==> config.mk <==
export PLATFORM = sky130hd
export DESIGN_NAME = ddr_preload_engine
export DESIGN_NICKNAME = d
export VERILOG_FILES = /design/src/rtl/ddr_preload_engine.sv
export SDC_FILE = /design/constraint.sdc
export NUM_CORES = 2
export LEC_CHECK = 0
export ABC_CLOCK_PERIOD_IN_PS = 35300
export BUFFER_PORTS_ARGS = -buffer_cell sky130_fd_sc_hd__clkbuf_2
export CAP_MARGIN = 20
export CORE_AREA = 2 2 259 261
export DETAILED_ROUTE_END_ITERATION = 10
export DIE_AREA = 0 0 261 263
export HOLD_SLACK_MARGIN = 0.15
export PLACE_DENSITY = 0.69
export SLEW_MARGIN = 15
export SYNTH_ARGS = -nofsm -noshare
export SYNTH_HDL_FRONTEND = slang
export SYNTH_SLANG_ARGS = --single-unit
==> constraint.sdc <==
create_clock -name avalon_clk -period 35.3 [get_ports avalon_clk]
set_clock_uncertainty 0.1 [all_clocks]
set_input_delay 7.06 -clock avalon_clk [delete_from_list [all_inputs] [get_ports avalon_clk]]
set_output_delay 7.06 -clock avalon_clk [all_outputs]
set_load 0.02 [all_outputs]
==> src/rtl/ddr_preload_engine.sv <==
// Preloads a DDR region from a word-addressed table over Avalon-MM, packing table
// words into full-width beats, writing them in bursts, and optionally reading them back to count mismatches.
module ddr_preload_engine #(
    parameter int AMM_DATA_W = 256,
    parameter int AMM_ADDR_W = 25,
    parameter int WORD_W     = 32,
    parameter int NUM_WORDS  = 28,
    parameter int BURST_MAX  = 4,
    parameter int VERIFY     = 1
) (
    input  logic                    avalon_clk,
    input  logic                    avalon_reset,
    input  logic                    start,
    input  logic [AMM_ADDR_W-1:0]   base_addr,
    output logic [((NUM_WORDS > 1) ? $clog2(NUM_WORDS) : 1)-1:0] tbl_addr,
    input  logic [WORD_W-1:0]       tbl_data,
    output logic [AMM_ADDR_W-1:0]   amm_addr,
    output logic [AMM_DATA_W-1:0]   amm_writedata,
    output logic                    amm_write,
    output logic                    amm_read,
    output logic [AMM_DATA_W/8-1:0] amm_byteenable,
    output logic [6:0]              amm_burstcount,
    input  logic [AMM_DATA_W-1:0]   amm_readdata,
    input  logic                    amm_readdatavalid,
    input  logic                    amm_ready,
    output logic                    busy,
    output logic                    done,
    output logic                    error,
    output logic [15:0]             err_count,
    output logic [2:0]              state_dbg
);

    // Handshake: a request (amm_write or amm_read) and its address, data and
    // burstcount stay stable until a rising edge where amm_ready is 1.
    localparam int WPB    = AMM_DATA_W / WORD_W;
    localparam int NBEATS = (NUM_WORDS + WPB - 1) / WPB;
    localparam int TA_W   = (NUM_WORDS > 1) ? $clog2(NUM_WORDS) : 1;
    localparam int BI_W   = $clog2(NBEATS + 1);
    localparam int FC_W   = $clog2(WPB + 1);
    localparam int WI_W   = $clog2(NBEATS * WPB + WPB + 1);
    localparam logic [WI_W-1:0] NUM_WORDS_W = WI_W'(NUM_WORDS);

    typedef enum logic [2:0] {
        IDLE, FILL, WRITE, RD_FILL, RD_REQ, RD_WAIT, DONE
    } state_t;

    state_t                  state;
    logic [BI_W-1:0]         beat_idx;
    logic [FC_W-1:0]         fill_cnt;
    logic [WI_W-1:0]         word_idx;
    logic [AMM_DATA_W-1:0]   beat_buf;
    logic [6:0]              burst_left;
    logic [AMM_ADDR_W-1:0]   base_q;

    logic [WI_W-1:0]         word_inc;
    logic [WI_W-1:0]         lane_word;
    logic [WORD_W-1:0]       lane_val;
    logic [FC_W-1:0]         lane_sel;
    logic [AMM_DATA_W-1:0]   beat_next;
    logic [BI_W-1:0]         beat_inc;
    logic                    last_beat;
    int                      rem_beats;
    logic [6:0]              burst_len;
    logic [AMM_ADDR_W-1:0]   beat_addr;
    logic [WI_W-1:0]         next_wbase;

    assign state_dbg = state;

    // word_idx is the table word whose address is on tbl_addr this cycle; the
    // data arriving now belongs to the previous word (one cycle of table latency).
    always_comb begin
        word_inc   = word_idx + WI_W'(1);
        lane_word  = word_idx - WI_W'(1);
        lane_val   = (lane_word < NUM_WORDS_W) ? tbl_data : '0;
        lane_sel   = fill_cnt - FC_W'(1);
        beat_next  = beat_buf;
        if (fill_cnt != '0)
            beat_next[lane_sel*WORD_W +: WORD_W] = lane_val;
        beat_inc   = beat_idx + BI_W'(1);
        last_beat  = (beat_inc == BI_W'(NBEATS));
        rem_beats  = NBEATS - int'(beat_idx);
        burst_len  = 7'((rem_beats > BURST_MAX) ? BURST_MAX : rem_beats);
        beat_addr  = base_q + AMM_ADDR_W'(beat_idx);
        next_wbase = WI_W'(beat_inc) * WI_W'(WPB);
    end

    always_ff @(posedge avalon_clk or posedge avalon_reset) begin
        if (avalon_reset) begin
            state          <= IDLE;
            beat_idx       <= '0;
            fill_cnt       <= '0;
            word_idx       <= '0;
            beat_buf       <= '0;
            burst_left     <= '0;
            base_q         <= '0;
            tbl_addr       <= '0;
            amm_addr       <= '0;
            amm_writedata  <= '0;
            amm_write      <= 1'b0;
            amm_read       <= 1'b0;
            amm_byteenable <= '0;
            amm_burstcount <= '0;
            busy           <= 1'b0;
            done           <= 1'b0;
            error          <= 1'b0;
            err_count      <= '0;
        end else begin
            case (state)
                IDLE, DONE: begin
                    if (start) begin
                        base_q         <= base_addr;
                        beat_idx       <= '0;
                        fill_cnt       <= '0;
                        word_idx       <= '0;
                        tbl_addr       <= '0;
                        burst_left     <= '0;
                        error          <= 1'b0;
                        err_count      <= '0;
                        busy           <= 1'b1;
                        done           <= 1'b0;
                        amm_byteenable <= '1;
                        state          <= FILL;
                    end
                end

                FILL, RD_FILL: begin
                    fill_cnt <= fill_cnt + FC_W'(1);
                    word_idx <= word_inc;
                    if (word_inc < NUM_WORDS_W)
                        tbl_addr <= TA_W'(word_inc);
                    if (fill_cnt != '0)
                        beat_buf <= beat_next;
                    if (fill_cnt == FC_W'(WPB)) begin
                        if (state == FILL) begin
                            amm_write     <= 1'b1;
                            amm_writedata <= beat_next;
                            // Address and burstcount are only loaded on the first beat of a burst.
                            if (burst_left == '0) begin
                                amm_addr       <= beat_addr;
                                amm_burstcount <= burst_len;
                                burst_left     <= burst_len;
                            end
                            state <= WRITE;
                        end else begin
                            amm_read       <= 1'b1;
                            amm_addr       <= beat_addr;
                            amm_burstcount <= 7'd1;
                            state          <= RD_REQ;
                        end
                    end
                end

                WRITE: begin
                    if (amm_ready) begin
                        amm_write  <= 1'b0;
                        burst_left <= burst_left - 7'd1;
                        beat_idx   <= beat_inc;
                        if (!last_beat) begin
                            word_idx <= next_wbase;
                            tbl_addr <= TA_W'(next_wbase);
                            fill_cnt <= '0;
                            state    <= FILL;
                        end else if (VERIFY != 0) begin
                            beat_idx <= '0;
                            word_idx <= '0;
                            tbl_addr <= '0;
                            fill_cnt <= '0;
                            state    <= RD_FILL;
                        end else begin
                            busy  <= 1'b0;
                            done  <= 1'b1;
                            state <= DONE;
                        end
                    end
                end

                RD_REQ: begin
                    if (amm_ready) begin
                        amm_read <= 1'b0;
                        state    <= RD_WAIT;
                    end
                end

                RD_WAIT: begin
                    if (amm_readdatavalid) begin
                        if (amm_readdata != beat_buf) begin
                            error <= 1'b1;
                            if (err_count != 16'hFFFF)
                                err_count <= err_count + 16'd1;
                        end
                        beat_idx <= beat_inc;
                        if (!last_beat) begin
                            word_idx <= next_wbase;
                            tbl_addr <= TA_W'(next_wbase);
                            fill_cnt <= '0;
                            state    <= RD_FILL;
                        end else begin
                            busy  <= 1'b0;
                            done  <= 1'b1;
                            state <= DONE;
                        end
                    end
                end

                default: state <= IDLE;
            endcase
        end
    end

endmodule

==> results.tsv <==
stage	metric	value	unit
placed_design	place_congestion	0.967	
placed_design	portBuffers	666	
detailed_routing	avgRoutedWirePerCell	26.6	µm
placed_design	dp_hpwl	93700	µm
timing	rsz0062_at_grt	no	
power	p_leak	16.6	nW
synth	syn_inst	3313	
timing	hold_viol_final	0	
grt	grt_pass1_vias	26300	
clock_network	cts-resized-gates	0	
timing	fin_crit	10.30	ns
synth	synth-warning-count	0	
die	boundaryPins	667	
power	swShare	44.0	%
grt	gr-usage-all-layers	36.1	%
finish	final_cell_mix	clkbuf_2, nand2_1, dfrtp_1	
grt	antenna_found_initial	23	
detailed_routing	final_antenna_net_count	0	
die	rows	94	
timing	setup_viol	0	
synth	synth-seq-cells	616	
placed_design	dp_cells	4627	
timing	report.final.slew_viol_count	0	
detailed_routing	routed-via-count	27700	
synth	ys.flop_type	dfrtp_1	
grt	grt_pass1_wl	179000	µm
clock_network	clkLatencyLatePin	0.63	ns
clock_network	cts_tree	yes	
detailed_routing	dr.pass1.iters	6	
finish	fillers	6040	
synth	ys_seq_area_share	51.6	%
finish	layout_commonest_cell	clkbuf_2	
synth	synth_top_area_share	51.6	%
die	core	0.0656	mm²
finish	area_growth	20.6	%
power	power_density	86.2	mW/mm²
setup_path	start_kind	primary input	
grt	grt_max_degree	193	
setup_path	worstPathArrival	10.67	ns
clock_network	numCtsBuffers	70	
timing	slew_headroom	22.7	%
detailed_routing	post-route-drc-count	0	
power	vdd_drop_max	0.0000740	V
clock_network	clock_sinks	616	
setup_path	worstPathRequired	35.67	ns
timing	max_freq	0.0970	GHz
synth	synth_area	0.0299	mm²
timing	worstMarginPinSlew	1.16	ns
synth	synthTopCellsByArea	dfrtp_1, nand2_1, xnor2_1	
clock_network	h-tree-depth	3	
synth	synthDistinctLibCells	57	
synth	yosysTopAreaCell	dfrtp_1	
die	fp.dieW	261	µm
die	start_util	45.5	%
run_status	status	complete, no violations	
clock_network	clock_path_buffers	3	
clock_network	post_cts.repair.setup_buffers	0	
finish	layout.nets	4174	
synth	async_flop_share	100	%
synth	synth_edf_count	0	
synth	avgSynthCellArea	9.01	µm²
setup_path	end_kind	register	
clock_network	clk_pin_slew	0.06	ns
detailed_routing	drt_iter0_markers	3250	
power	power.share.clock	24.4	%
timing	fin_ws	25.00	ns
finish	drive_above_1_share	21.7	%
detailed_routing	routed_wl	127000	µm
clock_network	cts_root_buffer	clkbuf_16	
worst_hold_path	hold_class	register to register	
power	switchingPower	0.00137	W
timing	finalCritPeriodShare	29.2	%
setup_path	worst-path-max-fanout	12	
die	die_h	263	µm
setup_path	path_class	primary input to register	
timing	final.setup.tns	0	ns
power	seq_power_share	36.1	%
grt	grt_overflow	0	
power	comb_power_share	39.5	%
clock_network	postCtsHoldBufs	0	
detailed_routing	via_per_inst	5.81	
synth	synth_nets	3651	
placed_design	pre_cts_ws	24.33	ns
die	dieArea	0.0686	mm²
power	cell_internal_pwr	0.00174	W
finish	finalNonFillerCells	4765	
job	drv_cap	0	
==> layer usage <==
metal	wire (µm)	share of wire (%)	GRT usage, %
met1	46600	37	44.4
met5	105	0.083	0
met3	13200	10	10.7
met4	9040	7.1	22.8
met2	57700	46	55.6
==> power by group through the flow <==
| stage | combinational, W | sequential (W) | clock, W |
|---|---|---|---|
| 2_1_floorplan | 0.000679 | 0.00116 | 0 |
| 3_5_place_dp | 0.00120 | 0.00112 | 0 |
| 3_3_place_gp | 0.00119 | 0.00112 | 0 |
| 6_report | 0.00123 | 0.00112 | 0.000759 |
| 4_1_cts | 0.00121 | 0.00111 | 0.000762 |
| 5_1_grt | 0.00132 | 0.00114 | 0.000791 |
==> synth_stat cells, drive strengths merged (2+ instances only) <==
cell and n:
a211o 3, a21boi 2, a21o 6, a21oi 214, a221o 2, a22o 2
a22oi 4, a31oi 73, and2 6, and3 6, and3b 2, and4 4
and4b 2, buf 59, clkbuf 192, dfrtp 616, ha 19, inv 33
mux2 6, mux2i 2, nand2 646, nand2b 6, nand3 116, nand3b 3
nand4 72, nor2 237, nor2b 4, nor3 11, nor4 19, o211ai 68
o21a 129, o21ai 412, o22ai 6, o31ai 12, o41ai 9, or2 2
or3 6, or4 4, xnor2 256, xor2 30
==> state kept, by name, summed over array words and instances (netlist names), 3 cells and up <==
| register | cells |
|---|---|
| amm_burstcount | 4 |
| tbl_addr | 5 |
| state_dbg | 3 |
| burst_left | 7 |
| base_q | 25 |
| amm_addr | 25 |
| err_count | 16 |
| word_idx | 6 |
| beat_buf | 256 |
| amm_writedata | 256 |
| fill_cnt | 4 |
| beat_idx | 3 |
==> cells by family after synthesis <==
logic type               share of synthesized area, %
AO/OA/AOI/OAI                                    18.4
XOR/XNOR                                         8.39
adder cells (fa/ha/maj)                         0.863
buffers and inverters                            4.07
flip-flops                                       51.6
multiplexers                                    0.293
AND/OR/NAND/NOR                                  16.3
==> layout make-up <==
cell class	instances	area, µm²	share of cell area (%)
diodes	17	42.5	0.118
inverters	33	131	0.365
repair buffers	702	3650	10.1
clock buffers	103	2090	5.80
multi-input cells	2413	13300	37.0
flip-flops and latches	616	15400	42.8
clock inverters	17	265	0.736
well taps	864	1080	3.00
==> metrics by stage <==
step / hold WS (ns) / area [µm²] / power, W / util [%]
2_1_floorplan: 0.370 / 29900 / 0.00183 / -
3_5_place_dp: 0.366 / 33600 / 0.00233 / 51.2
3_3_place_gp: 0.360 / 33600 / 0.00230 / 51.2
4_1_cts: 0.378 / 35900 / 0.00308 / 54.8
6_report: 0.375 / 36000 / 0.00311 / 54.9
5_1_grt: 0.397 / 36000 / 0.00325 / 54.9
==> worst max-delay path, cell delays in order <==
cell and delay [ns]:
clkbuf_2 0.10, xnor2_1 0.60, nand4_1 0.35, nor4_1 0.63
nand4_1 0.29, nor2_1 0.52, and2_1 0.50, nand2b_1 0.45
o21ai_0 0.16
==> worst paths after layout <==
kind                                        start                  to  slack, ns  cells past startpoint
min in group asynchronous            avalon_reset         tbl_addr[0]       6.48                      2
worst max-delay path            amm_readdata[242]        err_count[3]      25.00                      9
worst min register to register       amm_addr[10]        amm_addr[10]       0.38                      2
worst min-delay path                 amm_addr[10]        amm_addr[10]       0.38                      2
worst max register to register        fill_cnt[0]  amm_writedata[197]      30.49                      9
max in group asynchronous            avalon_reset       beat_buf[174]      27.12                      3
(Power assumes the default switching activity.)
